===== config.mk =====
export PLATFORM = sky130hd
export DESIGN_NAME = adc_frame_aligner
export DESIGN_NICKNAME = d
export VERILOG_FILES = /design/src/rtl/adc_pkg.sv /design/src/rtl/adc_frame_aligner_packer.sv /design/src/rtl/adc_frame_aligner.sv
export SDC_FILE = /design/constraint.sdc
export NUM_CORES = 1
export LEC_CHECK = 0
export CORE_UTILIZATION = 25
export CTS_CLUSTER_SIZE = 8
export DETAILED_ROUTE_END_ITERATION = 10
export GPL_TIMING_DRIVEN = 0
export PLACE_DENSITY = 0.57
export SLEW_MARGIN = 20
export SYNTH_ARGS = -nofsm -noshare
export SYNTH_HDL_FRONTEND = slang
export SYNTH_SLANG_ARGS = --single-unit

===== constraint.sdc =====
create_clock -name clk_i -period 2.18 [get_ports clk_i]
set_input_delay 0.436 -clock clk_i [delete_from_list [all_inputs] [get_ports clk_i]]
set_output_delay 0.436 -clock clk_i [all_outputs]
set_load 0.01 [all_outputs]

===== src/rtl/adc_pkg.sv =====
// Shared state type, width constants and lane-packing helper for the ADC frame aligner.
package adc_pkg;

    typedef enum logic [2:0] {
        ST_IDLE,
        ST_CHECK,
        ST_SLIP,
        ST_SETTLE,
        ST_VERIFY,
        ST_LOCKED,
        ST_FAIL
    } align_state_t;

    localparam int unsigned DEF_SER_W  = 8;
    localparam int unsigned MAX_SER_W  = 32;
    localparam int unsigned DEF_SLIP_W = $clog2(DEF_SER_W) + 1;

    // Operates at the maximum lane width; callers zero-extend and keep the low 2*ser_w bits.
    function automatic logic [2*MAX_SER_W-1:0] pack_lanes(
        input logic [MAX_SER_W-1:0] lane0,
        input logic [MAX_SER_W-1:0] lane1,
        input logic                 interleave,
        input int                   ser_w
    );
        logic [2*MAX_SER_W-1:0] s;
        s = '0;
        if (interleave) begin
            for (int k = 0; k < int'(MAX_SER_W); k++) begin
                if (k < ser_w) begin
                    s[2*k]   = lane0[k];
                    s[2*k+1] = lane1[k];
                end
            end
        end else begin
            s = ({{MAX_SER_W{1'b0}}, lane1} << ser_w) | {{MAX_SER_W{1'b0}}, lane0};
        end
        return s;
    endfunction

endpackage


===== src/rtl/adc_frame_aligner_packer.sv =====
// Per-channel sample packer: registers the packed lane pair, holding while disabled.
module adc_sample_packer
    import adc_pkg::*;
#(
    parameter int unsigned SER_W      = DEF_SER_W,
    parameter bit          INTERLEAVE = 1'b1
) (
    input  logic               clk_i,
    input  logic               rst_n_i,
    input  logic               en_i,
    input  logic [2*SER_W-1:0] lanes_i,
    output logic [2*SER_W-1:0] sample_o
);

    logic [MAX_SER_W-1:0]   lane0_ext;
    logic [MAX_SER_W-1:0]   lane1_ext;
    logic [2*MAX_SER_W-1:0] packed_full;
    logic [2*SER_W-1:0]     sample_d;
    logic [2*SER_W-1:0]     sample_q;
    logic                   unused_pack_hi;

    always_comb begin
        lane0_ext              = '0;
        lane1_ext              = '0;
        lane0_ext[SER_W-1:0]   = lanes_i[SER_W-1:0];
        lane1_ext[SER_W-1:0]   = lanes_i[2*SER_W-1:SER_W];
        packed_full            = pack_lanes(lane0_ext, lane1_ext, INTERLEAVE, int'(SER_W));
        sample_d               = packed_full[2*SER_W-1:0];
    end

    assign unused_pack_hi = ^packed_full[2*MAX_SER_W-1:2*SER_W];

    always_ff @(posedge clk_i or negedge rst_n_i) begin
        if (!rst_n_i) begin
            sample_q <= '0;
        end else if (en_i) begin
            sample_q <= sample_d;
        end
    end

    assign sample_o = sample_q;

endmodule


===== src/rtl/adc_frame_aligner.sv =====
// Frame alignment FSM (bitslip search, lock confirmation, loss detection) plus per-channel sample packing.
//   state     | meaning
//   IDLE      | disabled, waiting for en
//   CHECK     | compare frame word once
//   SLIP      | bitslip pulse issued this cycle
//   SETTLE    | wait for ISERDES to settle after a slip
//   VERIFY    | counting consecutive frame matches
//   LOCKED    | aligned, watching for consecutive misses
//   FAIL      | all bit positions tried, waiting for realign
module adc_frame_aligner
    import adc_pkg::*;
#(
    parameter int unsigned      NUM_CH        = 4,
    parameter int unsigned      SER_W         = DEF_SER_W,
    parameter logic [SER_W-1:0] FRAME_PATTERN = SER_W'(8'hF0),
    parameter int unsigned      SETTLE_CYCLES = 4,
    parameter int unsigned      LOCK_COUNT    = 16,
    parameter int unsigned      LOSS_THRESH   = 4,
    parameter bit               INTERLEAVE    = 1'b1
) (
    input  logic                          clk_i,
    input  logic                          rst_n_i,
    input  logic                          en_i,
    input  logic                          realign_i,
    input  logic [SER_W-1:0]              frame_word_i,
    input  logic [NUM_CH*2*SER_W-1:0]     lane_data_i,
    output logic                          bitslip_o,
    output logic                          aligned_o,
    output logic                          lock_lost_o,
    output logic                          align_err_o,
    output logic [$clog2(SER_W):0]        slip_count_o,
    output logic [NUM_CH*2*SER_W-1:0]     sample_out_o,
    output logic                          sample_valid_o
);

    localparam int unsigned       SLIP_W      = $clog2(SER_W) + 1;
    localparam logic [SLIP_W-1:0] SLIP_LAST   = SLIP_W'(SER_W - 1);
    localparam logic [7:0]        MATCH_LAST  = 8'(LOCK_COUNT - 1);
    localparam logic [3:0]        MISS_LAST   = 4'(LOSS_THRESH - 1);
    localparam logic [3:0]        SETTLE_LOAD = 4'(SETTLE_CYCLES - 1);

    align_state_t      state_q;
    logic [SLIP_W-1:0] slip_cnt_q;
    logic [7:0]        match_cnt_q;
    logic [3:0]        miss_cnt_q;
    logic [3:0]        settle_q;
    logic              bitslip_q;
    logic              aligned_q;
    logic              lock_lost_q;
    logic              align_err_q;
    logic              valid_q;
    logic              frame_match;
    logic              lock_now;

    assign frame_match = (frame_word_i == FRAME_PATTERN);
    // The first match is counted in CHECK, so a single-match lock skips VERIFY.
    assign lock_now    = (state_q == ST_CHECK) ? (MATCH_LAST == 8'd0)
                                               : (match_cnt_q == MATCH_LAST);

    always_ff @(posedge clk_i or negedge rst_n_i) begin
        if (!rst_n_i) begin
            state_q     <= ST_IDLE;
            slip_cnt_q  <= '0;
            match_cnt_q <= '0;
            miss_cnt_q  <= '0;
            settle_q    <= '0;
            bitslip_q   <= 1'b0;
            aligned_q   <= 1'b0;
            lock_lost_q <= 1'b0;
            align_err_q <= 1'b0;
        end else if (!en_i) begin
            state_q     <= ST_IDLE;
            slip_cnt_q  <= '0;
            match_cnt_q <= '0;
            miss_cnt_q  <= '0;
            settle_q    <= '0;
            bitslip_q   <= 1'b0;
            aligned_q   <= 1'b0;
            align_err_q <= 1'b0;
        end else if (realign_i) begin
            state_q     <= ST_CHECK;
            slip_cnt_q  <= '0;
            match_cnt_q <= '0;
            miss_cnt_q  <= '0;
            settle_q    <= '0;
            bitslip_q   <= 1'b0;
            aligned_q   <= 1'b0;
            lock_lost_q <= 1'b0;
            align_err_q <= 1'b0;
        end else begin
            bitslip_q <= 1'b0;
            unique case (state_q)
                ST_IDLE: begin
                    state_q    <= ST_CHECK;
                    slip_cnt_q <= '0;
                end
                ST_CHECK, ST_VERIFY: begin
                    if (frame_match && lock_now) begin
                        state_q    <= ST_LOCKED;
                        aligned_q  <= 1'b1;
                        miss_cnt_q <= '0;
                    end else if (frame_match) begin
                        state_q     <= ST_VERIFY;
                        match_cnt_q <= (state_q == ST_CHECK) ? 8'd1 : match_cnt_q + 8'd1;
                    end else if (slip_cnt_q >= SLIP_LAST) begin
                        state_q     <= ST_FAIL;
                        align_err_q <= 1'b1;
                    end else begin
                        state_q    <= ST_SLIP;
                        bitslip_q  <= 1'b1;
                        slip_cnt_q <= slip_cnt_q + SLIP_W'(1);
                    end
                end
                ST_SLIP: begin
                    state_q  <= ST_SETTLE;
                    settle_q <= SETTLE_LOAD;
                end
                ST_SETTLE: begin
                    if (settle_q == 4'd0) begin
                        state_q <= ST_CHECK;
                    end else begin
                        settle_q <= settle_q - 4'd1;
                    end
                end
                ST_LOCKED: begin
                    if (frame_match) begin
                        miss_cnt_q <= '0;
                    end else if (miss_cnt_q == MISS_LAST) begin
                        state_q     <= ST_CHECK;
                        lock_lost_q <= 1'b1;
                        aligned_q   <= 1'b0;
                        slip_cnt_q  <= '0;
                        miss_cnt_q  <= '0;
                        match_cnt_q <= '0;
                    end else begin
                        miss_cnt_q <= miss_cnt_q + 4'd1;
                    end
                end
                ST_FAIL: begin
                    state_q <= ST_FAIL;
                end
                default: begin
                    state_q <= ST_IDLE;
                end
            endcase
        end
    end

    always_ff @(posedge clk_i or negedge rst_n_i) begin
        if (!rst_n_i) begin
            valid_q <= 1'b0;
        end else begin
            valid_q <= en_i && (state_q == ST_LOCKED);
        end
    end

    for (genvar c = 0; c < NUM_CH; c++) begin : g_ch
        adc_sample_packer #(
            .SER_W      (SER_W),
            .INTERLEAVE (INTERLEAVE)
        ) u_pack (
            .clk_i    (clk_i),
            .rst_n_i  (rst_n_i),
            .en_i     (en_i),
            .lanes_i  (lane_data_i[c*2*SER_W +: 2*SER_W]),
            .sample_o (sample_out_o[c*2*SER_W +: 2*SER_W])
        );
    end

    assign bitslip_o      = bitslip_q;
    assign aligned_o      = aligned_q;
    assign lock_lost_o    = lock_lost_q;
    assign align_err_o    = align_err_q;
    assign slip_count_o   = slip_cnt_q;
    assign sample_valid_o = valid_q;

endmodule


**Word level (Yosys, flattened, before mapping)**

Cells that the tools add are included.

- Reductions and logical operators: 15
- Multiplexer cells: 58
- Eq/ne operators: 26
- $add $sub $neg: 4
- Order comparisons: 1

Operators by type and width:

| operator | count |
|---|---|
| $mux W4 | 15 |
| $mux W8 | 7 |
| $ne A4 B4 Y1 const B | 9 |
| $mux W3 | 8 |
| $mux W1 | 22 |
| $pmux W3 S6 | 1 |
| $pmux W4 S2 | 2 |
| $pmux W8 S2 | 1 |
| $pmux W4 S3 | 1 |
| $reduce_and A4 Y1 | 3 |
| $eq A3 B3 Y1 const B | 3 |
| $add A4 B1 Y4 const B | 2 |
| $add A8 B1 Y8 const B | 1 |
| $eq A8 B4 Y1 const B | 1 |
| $eq A8 B8 Y1 const B | 1 |
| $ne A4 B1 Y1 const B | 2 |
| $eq A3 B2 Y1 const B | 2 |
| $ne A3 B1 Y1 const B | 2 |
| $ne A3 B3 Y1 const B | 2 |
| $reduce_and A6 Y1 | 1 |
| $ne A5 B1 Y1 const B | 1 |
| $reduce_and A5 Y1 | 1 |
| $eq A4 B2 Y1 const B | 1 |
| $ge A4 B3 Y1 const B | 1 |
| other kinds (11) | 14 |

- Logic and storage cells: 118
- Bits in registers: 92
- Output and inout port bits: 73
- Input port bits: 76

**Depth between registers and ports, before layout**

Gate-level depths: netlist of the first run.

- Depth in word-level cells: 7
- Gate-level depth with buffers: 8
- Mapped depth without buffers: 7

**By module**

From an unflattened synthesis of the first run, not the netlist that was laid out.

- Cells, all modules: 322
- Area, all modules: 4254.1 sq um

Modules (own cells, without submodules):

| module | times used | area each (sq um) | sequential area each (sq um) | cells an instance |
|---|---|---|---|---|
| adc_sample_packer | 4 | 649.4 | 400.4 | 34 |
| adc_frame_aligner | 1 | 1656.6 | 700.7 | 186 |

**Worst setup path before layout of the first run**

No wires, ideal clock.

- Path kind: input-to-reg
- Start: in frame_word_i[1]
- End: reg match_cnt_q[0]
- Data arrival time: 2.211 ns
- Buffers on the path: 1
- Stages on the path: 6
- Data required time: 2.055 ns
- Library setup time: 0.125 ns
- Slack: -0.156 ns
- Cells stage by stage: or4_1 or2_1 o21ba_1 buf_6 or3_4 mux2_4

- Word-level cells in the longest chain between the ends: 4
- Elaborated cells between the ends (all ways): 6
- Classes of those cells: eq/ne (4); reduce/logical (2)

RTL lines:

| what | RTL line | source |
|---|---|---|
| start, declared | adc_frame_aligner.sv:25 | `input logic [SER_W-1:0] frame_word_i,` |
| $eq A8 B8 Y1 (*) | adc_frame_aligner.sv:55 | `assign frame_match = (frame_word_i == FRAME_PATTERN);` |
| $logic_and A1 B1 Y1 | adc_frame_aligner.sv:98 | `if (frame_match && lock_now) begin` |
| $ne A4 B4 Y1 (no source line) | n/a |  |
| $reduce_and A5 Y1 (no source line) (*) | n/a |  |
| end signal, assigned | adc_frame_aligner.sv:104 | `match_cnt_q <= (state_q == ST_CHECK) ? 8'd1 : match_cnt_q + 8'd1;` |
| end, declared | adc_frame_aligner.sv:44 | `logic [7:0] match_cnt_q;` |

Every way passes the cells marked *; elsewhere a longest branch is shown, timed or not.
A chain may end at the register's enable or synchronous reset.

**Worst setup path in the final report of the first run**

- Start: in frame_word_i[2]
- End: reg match_cnt_q[1]

Same word-level chain as after synthesis.

==> results of run 1 <==
## flip-flops by register name (all words and copies together) (netlist names)
name / cells
g_ch.u_pack.sample_o: 64
match_cnt_q: 8
miss_cnt_q: 4
settle_q: 4
slip_count_o: 4
state_q: 3
align_err_o: 1
aligned_o: 1
bitslip_o: 1
lock_lost_o: 1
sample_valid_o: 1
## worst min-delay path by stage
stage          slack [ns]                                      end  cells past startpoint                                    start
2_1_floorplan        0.14                  align_err_o$_DFFE_PN0P_                      0                                  rst_n_i
3_3_place_gp         0.47   g_ch[1].u_pack.sample_o[6]$_DFFE_PN0P_                      1   g_ch[1].u_pack.sample_o[6]$_DFFE_PN0P_
3_5_place_dp         0.34                      bitslip_o$_DFF_PN0_                      1                                  rst_n_i
4_1_cts              0.50  g_ch[1].u_pack.sample_o[10]$_DFFE_PN0P_                      1  g_ch[1].u_pack.sample_o[10]$_DFFE_PN0P_
5_1_grt              0.51   g_ch[0].u_pack.sample_o[5]$_DFFE_PN0P_                      1   g_ch[0].u_pack.sample_o[5]$_DFFE_PN0P_
6_report             0.49   g_ch[0].u_pack.sample_o[4]$_DFFE_PN0P_                      1   g_ch[0].u_pack.sample_o[4]$_DFFE_PN0P_
## repair_timing
item	in CTS	in global routing
pin swaps	4	0
hold endpoints to repair	31	0
hold buffers	1	0
resized for setup	12	6
endpoints found under the setup margin	13	10
buffers inserted	5	0
## synthesized netlist by cell type (2+ instances only)
| master | instances |
|---|---|
| dfrtp_1 | 92 |
| mux2_2 | 51 |
| nor2_1 | 18 |
| mux2_1 | 14 |
| nand2_1 | 9 |
| a21oi_1 | 8 |
| clkbuf_1 | 8 |
| buf_1 | 6 |
| nor2b_1 | 6 |
| o21ai_1 | 6 |
| o41ai_1 | 6 |
| a31oi_1 | 5 |
| ha_1 | 5 |
| a221oi_1 | 4 |
| inv_1 | 4 |
| nand2b_1 | 4 |
| nand3_1 | 4 |
| nor3_1 | 4 |
| nor3b_1 | 4 |
| o31ai_1 | 4 |
| or3_1 | 4 |
| a21o_1 | 3 |
| a22o_1 | 3 |
| o21ai_0 | 3 |
| and3_1 | 2 |
| mux2_4 | 2 |
| or2_1 | 2 |
| or3_4 | 2 |
## routing by layer
layer  vias to the layer above  track usage [%]  share of wire, %  routed length [um]
met3                        13             3.94               6.3                 622
met5                         -                0                 0                   0
met4                         0             5.95               2.0                 195
li1                       1420                -                 -                   -
met1                      1502             15.4                43                4190
met2                        80             20.6                49                4810
## area by class of cell
class	count	area (um^2)
Buffer	12	46.3
Multi-Input combinational cell	189	1630
Tap cell	211	264
Inverter	4	15.0
Clock inverter	5	82.6
Timing Repair Buffer	154	1560
Fill cell	1489	9170
Sequential cell	92	2300
Clock buffer	11	253
## per-stage QoR
step	util, %	total power (uW)	cells	setup TNS, ns
detailed placement	37.3	2680	659	-11.55
global placement	37.1	2660	658	-272.57
global route	40.1	4570	678	0
floorplan	-	2200	300	-0.209
finish	40.1	4380	678	0
CTS	40.0	4450	679	0
## cells by family after synthesis
family | after synthesis
muxes | 67
DFF | 92
AOI/OAI and AO/OA | 50
xor gates and xnor gates | 1
buffers and inverters | 19
adders and majority gates | 5
and+or+nand+nor | 66
## worst max-delay path: stages
cell and delay [ns]:
dlygate4sd2_1 0.23, or4_4 0.54, or2_4 0.26, o21ba_4 0.21
or3_4 0.40, mux2_4 0.31
## where the power goes
part / internal (uW) / switching [uW] / total, uW
logic: 461 / 279 / 740
clock network: 1070 / 666 / 1740
registers: 1840 / 69.2 / 1910
total: 3370 / 1010 / 4380
## cells in the final DEF (no fill, tap or decap), drive strengths merged, types with 7 or more instances in the layout
cell,Yosys,layout
nand2,9,9
dfrtp,92,92
clkbuf,8,18
o21ai,9,9
o41ai,7,7
nor2,18,18
clkdlybuf4s50,0,142
mux2,67,67
a21oi,8,8
buf,7,12
==> impl_metrics.ini, run 1 <==
[yosys]
syn_avg_cell_area_um2 = 13.1
synth_top_family_by_area = multiplexers
synth.area.top_cells = dfrtp_1 58%, mux2_2 15%, mux2_1 4.0%, nor2_1 1.7%, ha_1 1.6%
synth-simple-area-share_pct = 9.21
synth_compound_area_share_pct = 9.21
synth-edff-count = 0
ys_seq_elements = 92
seq_area_frac_synth_pct = 58.4
muxShareOfSynthArea_pct = 19.3
ys.flop_type = dfrtp_1
synth_cell_types = 45
synth_top_area_share_pct = 58.4
synth_xor_area_share_pct = 0.222
async_reset_ff_share_pct = 100
yosysWarnings = 0
syn_nets = 381
synth_fa_ha_area_share_pct = 1.59
syn_area_um2 = 3940
synth_top_cell_by_area = dfrtp_1
synthCells = 300

[power_and_ir_drop]
ir_drop_uv = 335
cellLeakagePower_uw = 0.00253
pwr_density_cell_nw_per_um2 = 713

[timing]
slew_headroom_pct = 59.1
min_period_over_period_pct = 99.3
worst_slack_ns = 0.0151
worst_pin_slew_ns = 0.613
setup_viol = 0
holdWs_ns = 0.492
slew_viol_final = 0
finClkSkew_ns = 0.00460
hold_viol = 0
grt_setup_unrepaired = no
min_period_ns = 2.16
max_freq_ghz = 0.462

[place]
preCtsSetupSlack_ns = -0.829
gp_congestion = 0.793
postPlaceCellArea_um2 = 5710
hpwlAfterDp_mm = 7.24
port_buffers = 147

[critical_path]
rr_worst_depth = 6
r2r_end = match_cnt_q[1]$_DFFE_PN0P_
critPathMaxFanout = 3
startpoint = frame_word_i[2]
cp.required_ns = 2.40
crit_type = in -> reg
cp-end-kind = flip-flop
start_kind = primary input
worstPathArrival_ns = 2.39
reg2reg_slack_ns = 0.14
crit_end = match_cnt_q[1]$_DFFE_PN0P_
r2r-start = state_q[2]$_DFFE_PN0P_

[layout]
insertedDiodeCount = 0
nets = 543
fin_area_um2 = 6140
areaGrowthSynthToFinish_pct = 56.0
drive_above_1_share_pct = 19.7

[routing]
drc_errors = 0
ant_nets = 0
wl_mm = 9.82
drtPass1Iterations = 4
wl_per_cell_um = 14.5
drtIter0Drc = 76
viasPerCell = 4.45
vias = 3015

[clock_tree]
clkTransAtPathRegs_ns = 0.06
cts_tree = done
h-tree-depth = 3
insertion_delay_ns = 0.34
numCtsBuffers = 9
clockBufferDepth = 2
cts.sinks = 92
cts-root-buf = clkbuf_16

[die]
dieArea_um2 = 16300
core_um2 = 15300
die_h_um = 128
start_util_pct = 25.7
rows = 45
ios = 149
die_x_um = 128

[grt]
first_global_vias = 3236
grt_max_degree = 62
overflow = 0
antenna_found_initial = 0
grt_use_total_pct = 12.7
grt_pass1_wl_mm = 16.3

[run_status]
status = complete, no violations

[worst_hold_path]
hp-class = reg -> reg

[run]
drv_cap = 0
Power figures use the tool's default switching activity.
==> run 2: changes to the inputs <==
--- a/config.mk
+++ b/config.mk
@@ -6,11 +6,14 @@
 export NUM_CORES = 1
 export LEC_CHECK = 0
 export CORE_UTILIZATION = 25
+export CTS_BUF_LIST = sky130_fd_sc_hd__clkbuf_2
 export CTS_CLUSTER_SIZE = 8
 export DETAILED_ROUTE_END_ITERATION = 10
 export GPL_TIMING_DRIVEN = 0
-export PLACE_DENSITY = 0.57
+export HOLD_SLACK_MARGIN = 0.08
+export PLACE_DENSITY = 0.56
 export SLEW_MARGIN = 20
 export SYNTH_ARGS = -nofsm -noshare
 export SYNTH_HDL_FRONTEND = slang
+export SYNTH_HIERARCHICAL = 1
 export SYNTH_SLANG_ARGS = --single-unit
==> impl_metrics.ini, run 2 <==
[run_status]
status = complete, no violations

[routing]
viasPerCell = 4.44
wl_mm = 10.2
drtPass1Iterations = 5
drc_errors = 0
vias = 3146
drtIter0Drc = 91
wl_per_cell_um = 14.4
ant_nets = 0

[power_and_ir_drop]
cellLeakagePower_uw = 0.00261
power_frac_comb_pct = 24.0
clockPowerShare_pct = 21.2
p_total_uw = 3520
pwr_density_cell_nw_per_um2 = 571
seq_power_share_pct = 54.8
ir_drop_uv = 212
p_int_uw = 2530
swShare_pct = 28.1
netSwitchingPower_uw = 987

[layout]
final_common_cell = clkdlybuf4s50_1
largest_reg_flops = 64
final.fill_count = 1608
most-common-layout-cells = 147 x clkdlybuf4s50_1, 92 x dfrtp_1, 40 x mux2_4
drive_above_1_share_pct = 20.5
areaGrowthSynthToFinish_pct = 44.6
nets = 564

[yosys]
synth_top_area_share_pct = 54.1
async_reset_ff_share_pct = 100
synthCells = 322
syn_avg_cell_area_um2 = 13.2
ys_seq_elements = 92
synth.most_common_cell = dfrtp_1
synth.area.top_cells = dfrtp_1 54%, mux2_4 14%, mux2_2 6.4%, o21ai_0 2.0%, buf_12 1.9%
ys.flop_type = dfrtp_1
synth_commonest_cells = 92 x dfrtp_1, 40 x mux2_4, 24 x mux2_2
syn_nets = 403
yosysWarnings = 6
synth_cell_types = 47
synth-edff-count = 0
synth_top_cell_by_area = dfrtp_1
syn_area_um2 = 4250
seq_area_frac_synth_pct = 54.1

[critical_path]
critPathMaxFanout = 5
worstSetupPathDepth = 1
start_kind = flip-flop
r2r_end = match_cnt_q[4]$_DFFE_PN0P_
rr_worst_depth = 6
path_buf_inv = 1
crit_type = reg -> out
cp_top_family = buffers and inverters
r2r-start = state_q[1]$_DFFE_PN0P_
cp-end-kind = output pin
reg2reg_slack_ns = 0.14
worstPathCellList = clkdlybuf4s50_1
startpoint = slip_count_o[0]$_DFFE_PN0P_
worstPathArrival_ns = 1.62
cp_slowest_stage_delay_ns = 0.57
critPathSlowestCell = clkdlybuf4s50_1
cp.required_ns = 1.74

[place]
preCtsSetupSlack_ns = -0.498
hpwlAfterDp_mm = 7.39
port_buffers = 148
gp_congestion = 0.763

[clock_tree]
clkTransAtPathRegs_ns = 0.26
cts-root-buf = clkbuf_2
numCtsBuffers = 9
insertion_delay_ns = 0.58
cts.sinks = 92
cts_tree = done
clockBufferDepth = 2
h-tree-depth = 3
post_cts_buffers = 0

[timing]
grt_setup_unrepaired = no
max_freq_ghz = 0.486
worst_pin_slew_ns = 0.573
setup_viol = 0
slew_viol_final = 0
min_period_over_period_pct = 94.3
holdWs_ns = 0.266
slew_headroom_pct = 61.7
finClkSkew_ns = 0.0318
worst_slack_ns = 0.123
min_period_ns = 2.06
hold_viol = 0

[die]
die_h_um = 132
ios = 149
start_util_pct = 25.7
die_x_um = 132
dieArea_um2 = 17500
core_um2 = 16600
rows = 47

[run]
drv_cap = 0

[grt]
grt_use_total_pct = 12.2
grt_max_degree = 64
antenna_found_initial = 1
first_global_vias = 3151
grt_pass1_wl_mm = 16.8
overflow = 0

[worst_hold_path]
hp-class = in -> async
-- run 2: power by group through the flow --
stage | clock [uW] | sequential [uW] | combinational (uW)
after floorplan | 0 | 2010 | 292
after global placement | 0 | 1950 | 835
after detailed placement | 0 | 1960 | 849
after CTS | 810 | 1930 | 855
after global routing | 871 | 1950 | 904
final | 744 | 1930 | 844
-- run 2: worst max-delay path by stage --
stage,end,slack (ns)
floorplan,miss_cnt_q[3]$_DFFE_PN0P_,0.16
global placement,g_ch[2].u_pack/sample_o[10]$_DFFE_PN0P_,-2.82
detailed placement,match_cnt_q[1]$_DFFE_PN0P_,-0.50
CTS,match_cnt_q[0]$_DFFE_PN0P_,0.02
global route,slip_count_o[0],0.03
finish,slip_count_o[0],0.12
-- run 2: cells by family (layout without fill, tap and decap cells) --
family                     after synthesis  in the layout  synth area share [%]
buffers and inverters                   22            187                  4.35
xor gates and xnor gates                 1              1                 0.206
muxes                                   64             64                  20.5
other                                    0              1                     0
DFF                                     92             92                  54.1
adders and majority gates                5              5                  1.47
and+or+nand+nor                         78             78                  9.68
AOI/OAI and AO/OA                       60             60                  9.71
-- run 2: timing repair --
item / in CTS / in global routing
setup endpoints to repair: 0 / 9
hold endpoints to repair: 92 / 0
hold buffers: 1 / 0
gates resized for setup: 0 / 3
-- run 2: per-layer routing --
metal,vias up,GRT usage [%],share of wire [%]
met2,116,18.5,45
li1,1483,-,-
met4,0,5.17,1.9
met5,-,0,0
met1,1535,16.6,48
met3,12,2.84,5.5
-- run 2: layout make-up --
| cell class | count | area, um^2 | share of cell area (%) |
|---|---|---|---|
| Antenna cell | 1 | 2.50 | 0.0407 |
| Buffer | 14 | 155 | 2.52 |
| Clock buffer | 9 | 45.0 | 0.732 |
| Clock inverter | 6 | 41.3 | 0.671 |
| Inverter | 8 | 30.0 | 0.488 |
| Multi-Input combinational cell | 208 | 1780 | 29.0 |
| Sequential cell | 92 | 2300 | 37.4 |
| Tap cell | 220 | 275 | 4.47 |
| Timing Repair Buffer | 150 | 1520 | 24.7 |
-- run 2: per-stage QoR --
stage | cell area, um^2 | TNS (ns) | util (%) | instances
2_1_floorplan | 4250 | 0 | - | 322
6_report | 6150 | 0 | 37.1 | 708
3_3_place_gp | 6010 | -264.75 | 36.2 | 690
3_5_place_dp | 6040 | -7.54 | 36.4 | 691
4_1_cts | 6140 | 0 | 37.0 | 707
5_1_grt | 6150 | 0 | 37.1 | 708
